### src/rtl/multicycle_control_if.sv
// ---------------------------------------------------------------------------
// multicycle_control_if
// Bundles the control FSM's datapath-facing signals.
//   master : the control FSM (samples opcode/memReady, drives all selects,
//            strobes and the debug state)
//   slave  : the datapath side (drives opcode/memReady, consumes controls)
// Signals:
//   opcode[5:0]   instruction[31:26] from the instruction register
//   memReady      memory completed the current access this cycle
//   aluOP[1:0]    00 add, 01 subtract, 10 use funct
//   aluSrcA       0=PC, 1=register A
//   aluSrcB[1:0]  00=B, 01=4, 10=sext imm, 11=sext imm<<2
//   pcSrc[1:0]    00=ALU result, 01=ALUOut, 10=jump address
//   pcWrite, pcWriteCond, iorD, memRead, memWrite, irWrite,
//   memToReg, regWrite, regDst, illegalOp, state[3:0]
// ---------------------------------------------------------------------------
interface multicycle_control_if;
    logic [5:0] opcode;
    logic       memReady;
    logic [1:0] aluOP;
    logic       aluSrcA;
    logic [1:0] aluSrcB;
    logic [1:0] pcSrc;
    logic       pcWrite;
    logic       pcWriteCond;
    logic       iorD;
    logic       memRead;
    logic       memWrite;
    logic       irWrite;
    logic       memToReg;
    logic       regWrite;
    logic       regDst;
    logic       illegalOp;
    logic [3:0] state;

    modport master (
        input  opcode, memReady,
        output aluOP, aluSrcA, aluSrcB, pcSrc, pcWrite, pcWriteCond, iorD,
               memRead, memWrite, irWrite, memToReg, regWrite, regDst,
               illegalOp, state
    );

    modport slave (
        output opcode, memReady,
        input  aluOP, aluSrcA, aluSrcB, pcSrc, pcWrite, pcWriteCond, iorD,
               memRead, memWrite, irWrite, memToReg, regWrite, regDst,
               illegalOp, state
    );
endinterface

### src/rtl/multicycle_control.sv
// ---------------------------------------------------------------------------
// multicycle_control
// Main control FSM of the multicycle MIPS datapath. Walks each instruction
// through fetch/decode/execute/memory/writeback and Moore-decodes every mux
// select and write strobe from the current state; memory states stall on
// memReady.
// Ports:
//   clk    system clock, rising edge
//   rst_n  asynchronous active-low reset (state -> RESET_STATE, strobes 0)
//   bus    multicycle_control_if.master (opcode/memReady in, controls out)
// Parameters:
//   RESET_STATE  state entered on reset (FETCH)
// Configuration macro:
//   MULTICYCLE_CTRL_ADDI_EN  builds the ADDIEX/ADDIWB path for addi (001000);
//                            when undefined addi is reported as illegal.
// ---------------------------------------------------------------------------
module multicycle_control #(
    parameter logic [3:0] RESET_STATE = 4'd0
) (
    input  logic                   clk,
    input  logic                   rst_n,
    multicycle_control_if.master   bus
);

    localparam logic [3:0] S_FETCH  = 4'd0;
    localparam logic [3:0] S_DECODE = 4'd1;
    localparam logic [3:0] S_MEMADR = 4'd2;
    localparam logic [3:0] S_MEMRD  = 4'd3;
    localparam logic [3:0] S_MEMWB  = 4'd4;
    localparam logic [3:0] S_MEMWR  = 4'd5;
    localparam logic [3:0] S_EXEC   = 4'd6;
    localparam logic [3:0] S_ALUWB  = 4'd7;
    localparam logic [3:0] S_BRANCH = 4'd8;
    localparam logic [3:0] S_JUMP   = 4'd9;
`ifdef MULTICYCLE_CTRL_ADDI_EN
    localparam logic [3:0] S_ADDIEX = 4'd10;
    localparam logic [3:0] S_ADDIWB = 4'd11;
`endif

    localparam logic [5:0] OP_LW    = 6'b100011;
    localparam logic [5:0] OP_SW    = 6'b101011;
    localparam logic [5:0] OP_RTYPE = 6'b000000;
    localparam logic [5:0] OP_BEQ   = 6'b000100;
    localparam logic [5:0] OP_J     = 6'b000010;
`ifdef MULTICYCLE_CTRL_ADDI_EN
    localparam logic [5:0] OP_ADDI  = 6'b001000;
`endif

    logic [3:0] state_r;
    logic [3:0] next_s;

    logic [1:0] alu_op_s;
    logic       alu_src_a_s;
    logic [1:0] alu_src_b_s;
    logic [1:0] pc_src_s;
    logic       pc_write_s;
    logic       pc_write_cond_s;
    logic       iord_s;
    logic       mem_read_s;
    logic       mem_write_s;
    logic       ir_write_s;
    logic       mem_to_reg_s;
    logic       reg_write_s;
    logic       reg_dst_s;
    logic       illegal_s;

    // State register with asynchronous reset.
    always_ff @(posedge clk or negedge rst_n) begin
        if (!rst_n) begin
            state_r <= RESET_STATE;
        end else begin
            state_r <= next_s;
        end
    end

    // Next-state logic; opcode is only looked at in DECODE and MEMADR.
    always_comb begin
        next_s = S_FETCH;
        case (state_r)
            S_FETCH:  next_s = bus.memReady ? S_DECODE : S_FETCH;
            S_DECODE: begin
                case (bus.opcode)
                    OP_LW, OP_SW: next_s = S_MEMADR;
                    OP_RTYPE:     next_s = S_EXEC;
                    OP_BEQ:       next_s = S_BRANCH;
                    OP_J:         next_s = S_JUMP;
`ifdef MULTICYCLE_CTRL_ADDI_EN
                    OP_ADDI:      next_s = S_ADDIEX;
`endif
                    default:      next_s = S_FETCH;
                endcase
            end
            S_MEMADR: begin
                if (bus.opcode == OP_LW) begin
                    next_s = S_MEMRD;
                end else if (bus.opcode == OP_SW) begin
                    next_s = S_MEMWR;
                end else begin
                    // opcode no longer a memory op: abandon safely
                    next_s = S_FETCH;
                end
            end
            S_MEMRD:  next_s = bus.memReady ? S_MEMWB : S_MEMRD;
            S_MEMWB:  next_s = S_FETCH;
            S_MEMWR:  next_s = bus.memReady ? S_FETCH : S_MEMWR;
            S_EXEC:   next_s = S_ALUWB;
            S_ALUWB:  next_s = S_FETCH;
            S_BRANCH: next_s = S_FETCH;
            S_JUMP:   next_s = S_FETCH;
`ifdef MULTICYCLE_CTRL_ADDI_EN
            S_ADDIEX: next_s = S_ADDIWB;
            S_ADDIWB: next_s = S_FETCH;
`endif
            default:  next_s = S_FETCH;
        endcase
    end

    // Moore output decode (illegal pulse depends on opcode while in DECODE).
    always_comb begin
        alu_op_s        = 2'b00;
        alu_src_a_s     = 1'b0;
        alu_src_b_s     = 2'b00;
        pc_src_s        = 2'b00;
        pc_write_s      = 1'b0;
        pc_write_cond_s = 1'b0;
        iord_s          = 1'b0;
        mem_read_s      = 1'b0;
        mem_write_s     = 1'b0;
        ir_write_s      = 1'b0;
        mem_to_reg_s    = 1'b0;
        reg_write_s     = 1'b0;
        reg_dst_s       = 1'b0;
        illegal_s       = 1'b0;
        case (state_r)
            S_FETCH: begin
                mem_read_s  = 1'b1;
                alu_src_b_s = 2'b01;
                // IR load and PC+4 commit only once the fetch completes
                ir_write_s  = bus.memReady;
                pc_write_s  = bus.memReady;
            end
            S_DECODE: begin
                alu_src_b_s = 2'b11;
                case (bus.opcode)
                    OP_LW, OP_SW, OP_RTYPE, OP_BEQ, OP_J: illegal_s = 1'b0;
`ifdef MULTICYCLE_CTRL_ADDI_EN
                    OP_ADDI: illegal_s = 1'b0;
`endif
                    default: illegal_s = 1'b1;
                endcase
            end
            S_MEMADR: begin
                alu_src_a_s = 1'b1;
                alu_src_b_s = 2'b10;
            end
            S_MEMRD: begin
                mem_read_s = 1'b1;
                iord_s     = 1'b1;
            end
            S_MEMWB: begin
                reg_write_s  = 1'b1;
                mem_to_reg_s = 1'b1;
            end
            S_MEMWR: begin
                mem_write_s = 1'b1;
                iord_s      = 1'b1;
            end
            S_EXEC: begin
                alu_src_a_s = 1'b1;
                alu_op_s    = 2'b10;
            end
            S_ALUWB: begin
                reg_write_s = 1'b1;
                reg_dst_s   = 1'b1;
            end
            S_BRANCH: begin
                alu_src_a_s     = 1'b1;
                alu_op_s        = 2'b01;
                pc_src_s        = 2'b01;
                pc_write_cond_s = 1'b1;
            end
            S_JUMP: begin
                pc_src_s   = 2'b10;
                pc_write_s = 1'b1;
            end
`ifdef MULTICYCLE_CTRL_ADDI_EN
            S_ADDIEX: begin
                alu_src_a_s = 1'b1;
                alu_src_b_s = 2'b10;
            end
            S_ADDIWB: begin
                reg_write_s = 1'b1;
            end
`endif
            default: begin
                alu_op_s = 2'b00;
            end
        endcase
    end

    // Selects pass straight through; strobes are killed combinationally
    // while rst_n is low so nothing is written after a reset edge.
    assign bus.aluOP       = alu_op_s;
    assign bus.aluSrcA     = alu_src_a_s;
    assign bus.aluSrcB     = alu_src_b_s;
    assign bus.pcSrc       = pc_src_s;
    assign bus.iorD        = iord_s;
    assign bus.memToReg    = mem_to_reg_s;
    assign bus.regDst      = reg_dst_s;
    assign bus.pcWrite     = pc_write_s      & rst_n;
    assign bus.pcWriteCond = pc_write_cond_s & rst_n;
    assign bus.memRead     = mem_read_s      & rst_n;
    assign bus.memWrite    = mem_write_s     & rst_n;
    assign bus.irWrite     = ir_write_s      & rst_n;
    assign bus.regWrite    = reg_write_s     & rst_n;
    assign bus.illegalOp   = illegal_s       & rst_n;
    assign bus.state       = state_r;

endmodule

### src/flat_wrapper.sv
// flat-port wrapper written by rule: the top's interface ports become plain ports
module multicycle_control_flat 
#(
    parameter logic [3:0] RESET_STATE = 4'd0
)
  (clk, rst_n, bus_opcode, bus_memReady, bus_aluOP, bus_aluSrcA, bus_aluSrcB, bus_pcSrc, bus_pcWrite, bus_pcWriteCond, bus_iorD, bus_memRead, bus_memWrite, bus_irWrite, bus_memToReg, bus_regWrite, bus_regDst, bus_illegalOp, bus_state);
  multicycle_control_if bus_i ();
  input  logic clk;
  input  logic rst_n;
  input wire logic [$bits(bus_i.opcode)-1:0] bus_opcode;
  input wire logic [$bits(bus_i.memReady)-1:0] bus_memReady;
  output wire logic [$bits(bus_i.aluOP)-1:0] bus_aluOP;
  output wire logic [$bits(bus_i.aluSrcA)-1:0] bus_aluSrcA;
  output wire logic [$bits(bus_i.aluSrcB)-1:0] bus_aluSrcB;
  output wire logic [$bits(bus_i.pcSrc)-1:0] bus_pcSrc;
  output wire logic [$bits(bus_i.pcWrite)-1:0] bus_pcWrite;
  output wire logic [$bits(bus_i.pcWriteCond)-1:0] bus_pcWriteCond;
  output wire logic [$bits(bus_i.iorD)-1:0] bus_iorD;
  output wire logic [$bits(bus_i.memRead)-1:0] bus_memRead;
  output wire logic [$bits(bus_i.memWrite)-1:0] bus_memWrite;
  output wire logic [$bits(bus_i.irWrite)-1:0] bus_irWrite;
  output wire logic [$bits(bus_i.memToReg)-1:0] bus_memToReg;
  output wire logic [$bits(bus_i.regWrite)-1:0] bus_regWrite;
  output wire logic [$bits(bus_i.regDst)-1:0] bus_regDst;
  output wire logic [$bits(bus_i.illegalOp)-1:0] bus_illegalOp;
  output wire logic [$bits(bus_i.state)-1:0] bus_state;
  assign bus_i.opcode = bus_opcode;
  assign bus_i.memReady = bus_memReady;
  assign bus_aluOP = bus_i.aluOP;
  assign bus_aluSrcA = bus_i.aluSrcA;
  assign bus_aluSrcB = bus_i.aluSrcB;
  assign bus_pcSrc = bus_i.pcSrc;
  assign bus_pcWrite = bus_i.pcWrite;
  assign bus_pcWriteCond = bus_i.pcWriteCond;
  assign bus_iorD = bus_i.iorD;
  assign bus_memRead = bus_i.memRead;
  assign bus_memWrite = bus_i.memWrite;
  assign bus_irWrite = bus_i.irWrite;
  assign bus_memToReg = bus_i.memToReg;
  assign bus_regWrite = bus_i.regWrite;
  assign bus_regDst = bus_i.regDst;
  assign bus_illegalOp = bus_i.illegalOp;
  assign bus_state = bus_i.state;
  multicycle_control #(.RESET_STATE(RESET_STATE)) u_core (.clk(clk), .rst_n(rst_n), .bus(bus_i));
endmodule
### config.mk
export PLATFORM = sky130hd
export DESIGN_NAME = multicycle_control_flat
export DESIGN_NICKNAME = d
export VERILOG_FILES = /design/src/rtl/multicycle_control_if.sv /design/src/rtl/multicycle_control.sv /design/src/flat_wrapper.sv
export SDC_FILE = /design/constraint.sdc
export NUM_CORES = 1
export LEC_CHECK = 0
export CAP_MARGIN = 10
export CORE_MARGIN = 5
export CORE_UTILIZATION = 37
export CTS_BUF_LIST = sky130_fd_sc_hd__clkbuf_16
export DETAILED_ROUTE_END_ITERATION = 7
export PLACE_DENSITY_LB_ADDON = 0.3
export RECOVER_POWER = 50
export REMOVE_ABC_BUFFERS = 1
export SYNTH_ARGS = -nofsm -noshare
export SYNTH_HDL_FRONTEND = slang
export SYNTH_SLANG_ARGS = --single-unit
### constraint.sdc
create_clock -name clk -period 1.75 [get_ports clk]
set_input_delay 0.175 -clock clk [delete_from_list [all_inputs] [get_ports clk]]
set_output_delay 0.175 -clock clk [all_outputs]
set_load 0.01 [all_outputs]
======== After elaboration in Yosys (flattened, before gate mapping) ========
Index checks and enable logic that the tools add are counted.
word-level totals
  logic and storage cells ................. 51
  flip-flop bits (word level) ............. 4
  output and inout bits ................... 21
  input bits .............................. 9
cells by class
  bitwise logic cells ..................... 7
  reductions and logical operators ........ 8
  mux-type cells .......................... 22
  equal/unequal tests ..................... 13
operator list
  operator              number
  $pmux W4 S6           1
  $eq A4 B3 Y1 const B  4
  $pmux W4 S4           1
  $eq A6 B6 Y1 const B  2
  $mux W1               12
  $mux W3               3
  $eq A4 B2 Y1 const B  2
  $eq A4 B4 Y1 const B  2
  $pmux W2 S2           2
  $reduce_or A2 Y1      4
  $and A1 B1 Y1         7
  $eq A6 B2 Y1 const B  1
  $eq A6 B3 Y1 const B  1
  $logic_not A6 Y1      1
  $pmux W2 S3           1
  $reduce_or A5 Y1      1
  $eq A4 B1 Y1 const B  1
  $logic_not A4 Y1      1
  $mux W4               1
  $reduce_or A3 Y1      1
  $pmux W1 S2           1

======== Logic depth before layout (Yosys ltp) ========
  depth in word-level cells ............... 5
  gate-level depth with buffers ........... 5

======== Worst setup path after synthesis ========
Ideal clock, no wire load.
  path type ............................... register to output
  start ................................... reg u_core.state_r[1] (netlist: u_core.bus.state[1])
  end ..................................... out bus_pcWriteCond
  setup slack ............................. 0.300 ns
  data required time ...................... 1.575 ns
  stages on the path, launching flop included .. 5
  data arrival time ....................... 1.275 ns
  cells stage by stage .................... dfrtp_1 > buf_6 > buf_2 > nor3_1 > and2_1
on the way
  word-level cells in the longest chain between the ends .. 3
ends and longest elaborated chain
  item                      line                       text
  start: declaration        multicycle_control.sv:49   logic [3:0] state_r;
  start signal: assignment  multicycle_control.sv:72   state_r <= next_s;
  $eq A4 B4 Y1              multicycle_control.sv:134  case (state_r)
  $mux W1                   multicycle_control.sv:134
  $and A1 B1 Y1             multicycle_control.sv:211  assign bus.pcWriteCond = pc_write_cond_s & rst_n;
  end: declaration          flat_wrapper.sv:17         output wire logic [$bits(bus_i.pcWriteCond)-1:0] bus_pcWriteCond;
Every way passes these cells.

======== Worst setup path after layout ========
  start ................................... reg u_core.state_r[2] (netlist: u_core.bus.state[2])
  end ..................................... out bus_regDst
on the way
  word-level cells in the longest chain between the ends .. 2
ends and longest elaborated chain
  item              line                       text
  $eq A4 B3 Y1      multicycle_control.sv:134
  $mux W1           multicycle_control.sv:134
  end: declaration  flat_wrapper.sv:24         output wire logic [$bits(bus_i.regDst)-1:0] bus_regDst;
Every way passes these cells.

==> impl_results.md <==
- Dpl cell area: about 930 µm²
- Vias: between 700 and 800
- R2r endpoint: u_core.bus.state[2]
- Ant diodes: 0
- FF-to-FF setup slack: 0.19 ns
- Clock Latency Late Sink: 0.23 ns
- # port buffers: 29
- Die Area: 2280 µm²
- Layout cells sized above 1: 33.3%
- R2R cell count: 4
- FFs w/ async S/R, synth: 100%
- P&R area growth vs syn: 108%
- EDFF count, synth: 0
- Detailed Route Iter0 Violations: 11
- Vias in the first global route: around 700
- Warnings from Yosys: 0
- Pwr dens: around 1200 nW/µm²
- Initial core utilization: 40.0%
- NumNets Final: approximately 140
- Core Box Area: 1320 µm²
- Slew Viols, Final: 0
- Reg area: approximately 110 µm²
- Fin util: between 80% and 90%
- Multi-input logic area: a little over 400 µm²
- Post-synthesis sequential element count: 4
- Critical path startpoint category: flop
- H-tree levels: 1
- Netlist cell types: 31
- Clock-pin slew on the worst setup and hold paths: roughly 0.03 ns
- Largest net degree at the start of global routing: 10
- Die W: 47.7 µm
- Total CTS buffers: 3
- Leakage power: approximately 0.60 nW
- CP Cell Sequence: nor2b_4 -> and3_1 -> clkdlybuf4s50_1
- Via/cell ratio: roughly 5.6
- Crit path time final: 1.71 ns
- Worst path slowest cell: clkdlybuf4s50_1
- Global-route wire length before repair: 2950 µm
- CP max stage delay: 0.53 ns
- Maximum clock frequency: 585 MHz
- DRC: 0
- Global route overflow: 0
- Tightest Pin Transition: between 0.3 and 0.4 ns
- Final Skew: between 0.003 and 0.004 ns
- CTS max path bufs: 2
- DP HPWL: roughly 1300 µm
- Worst setup path startpoint: u_core.bus.state[2]
- Critical path endpoint category: output port
- Row cnt: 13
- Seq/Total Area, Yosys: 19.0%
- Syn Area/Cell: around 7.3 µm²
- Die H: 47.7 µm
- Routed wire length: 2210 µm
- ANT nets after route: 0
- Max cap viols: 0
- Post-CTS Hold Buffers: 0
- Initial antenna violation count: 0
- Filler Cells Inserted: 84
- Final Hold Vio Count: 0
- Dpl ws: -0.128 ns
- Drt wl/cell: 15.7 µm
- Crit Path Category: flop to output port
- PnR Total Power: 0.00133 W
- Final setup fails: 0
- CTS tree: done
- CP required: roughly 1.6 ns
- RR Startpoint: u_core.bus.state[1]
- Fin area: around 1100 µm²
- Hold Path Class: input pin to async pin
- Data arrival time of the worst path: roughly 1.5 ns
- Cell count after synthesis: around 70
- Status: finished, final reports clean
- Hold Slack: 0.136 ns
- Ports: 30
- Sink Count: 4
- Max reg flops: 4
- Synth Flop Type: dfrtp_1
- GRT Resource Usage Total: about 18%
- CTS Root Cell: clkbuf_16
- CP max FO: 8
- DR pass1 iterations: 4
- Syn Std Cell Area: around 530 µm²
- VDD IR max: 1.02 mV
- Final worst slack: 0.0405 ns
- Slew headroom: approximately three quarters
- Final period util: a little over nine tenths
- Routability congestion estimate: 0.900
report_power, final:
part           switching, W  internal, W  total [W]
clock             0.0000670     0.000292   0.000359
combinational      0.000352     0.000443   0.000794
sequential        0.0000522     0.000121   0.000173
metrics by stage:
step	setup TNS, ns	std cells
3_5_place_dp	-0.152	127
6_report	0	141
3_3_place_gp	-0.0811	127
4_1_cts	-0.0234	136
5_1_grt	-0.00660	141
2_1_floorplan	0	66
worst max path at each step:
stage / end
5_1_grt: bus_regDst
2_1_floorplan: bus_pcWriteCond
3_3_place_gp: bus_illegalOp
6_report: bus_regDst
4_1_cts: bus_illegalOp
3_5_place_dp: bus_illegalOp
cell families (layout without fill, tap and decap cells):
group,after synthesis,count (layout),synth area share (%)
XOR/XNOR,3,3,4.99
AO/OA/AOI/OAI,13,13,18.5
flip-flops,4,4,19.0
AND/OR/NAND/NOR,44,44,49.6
buffers and inverters,8,62,7.84
critical path: cells and delay by family, from the launching register on:
family,cells,cell delay [ns]
buf+inv,1,0.53
flops,1,0.45
simple gates,2,0.33
cells in the mapped netlist, types with 2 or more instances:
cell      instances  share of area [%]
a21oi_1           3                2.8
and2_1            2                2.4
and3_1            4                4.7
buf_2             3                2.8
dfrtp_1           4                 19
inv_1             2                1.4
nand2_1           5                3.6
nand2b_1          2                2.4
nand4_1           2                2.4
nor2_1            9                6.4
nor2b_1           4                4.7
nor3_1            6                5.7
nor3b_1           3                4.3
o211ai_1          3                4.3
or3b_1            2                3.3
xnor2_1           3                5.0
final cells by class:
| class | instances | share of cell area [%] |
|---|---|---|
| inverter | 2 | 0.684 |
| multi-input combinational | 60 | 37.6 |
| tap | 15 | 1.71 |
| timing repair buffer | 57 | 43.6 |
| clock buffer | 3 | 6.84 |
| sequential | 4 | 9.58 |
routing by layer:
layer | part of all wire, % | track usage, % | wire [µm] | vias to the layer above
met2 | 49 | 35.4 | 1090 | 42
met4 | 2.3 | 5.38 | 50 | 0
met1 | 38 | 19.1 | 829 | 365
met3 | 11 | 4.51 | 243 | 6
li1 | - | - | - | 375
met5 | 0 | 0 | 0 | -
layout by cell type, fill, tap and decap left out, drive strengths merged, types with 2 or more instances in the layout:
cell type      instances
buf                   27
nor2                   9
clkbuf                 7
nand2b                 2
clkdlybuf4s50         12
dlymetal6s2s           4
nor2b                  4
and2                   2
and3                   4
nor3b                  3
xnor2                  3
nand4                  2
nand2                  5
or3b                   2
o211ai                 4
a21oi                  3
inv                    2
dfrtp                  4
nor3                   6
dlygate4sd2           10
what timing repair did:
item                                    4_1_cts  5_1_grt
endpoints found under the setup margin       17        6
resized for setup                            23       10
pin swaps                                     1        2
setup buffers                                 6        5
No activity file was read; power rests on OpenSTA's default activity.
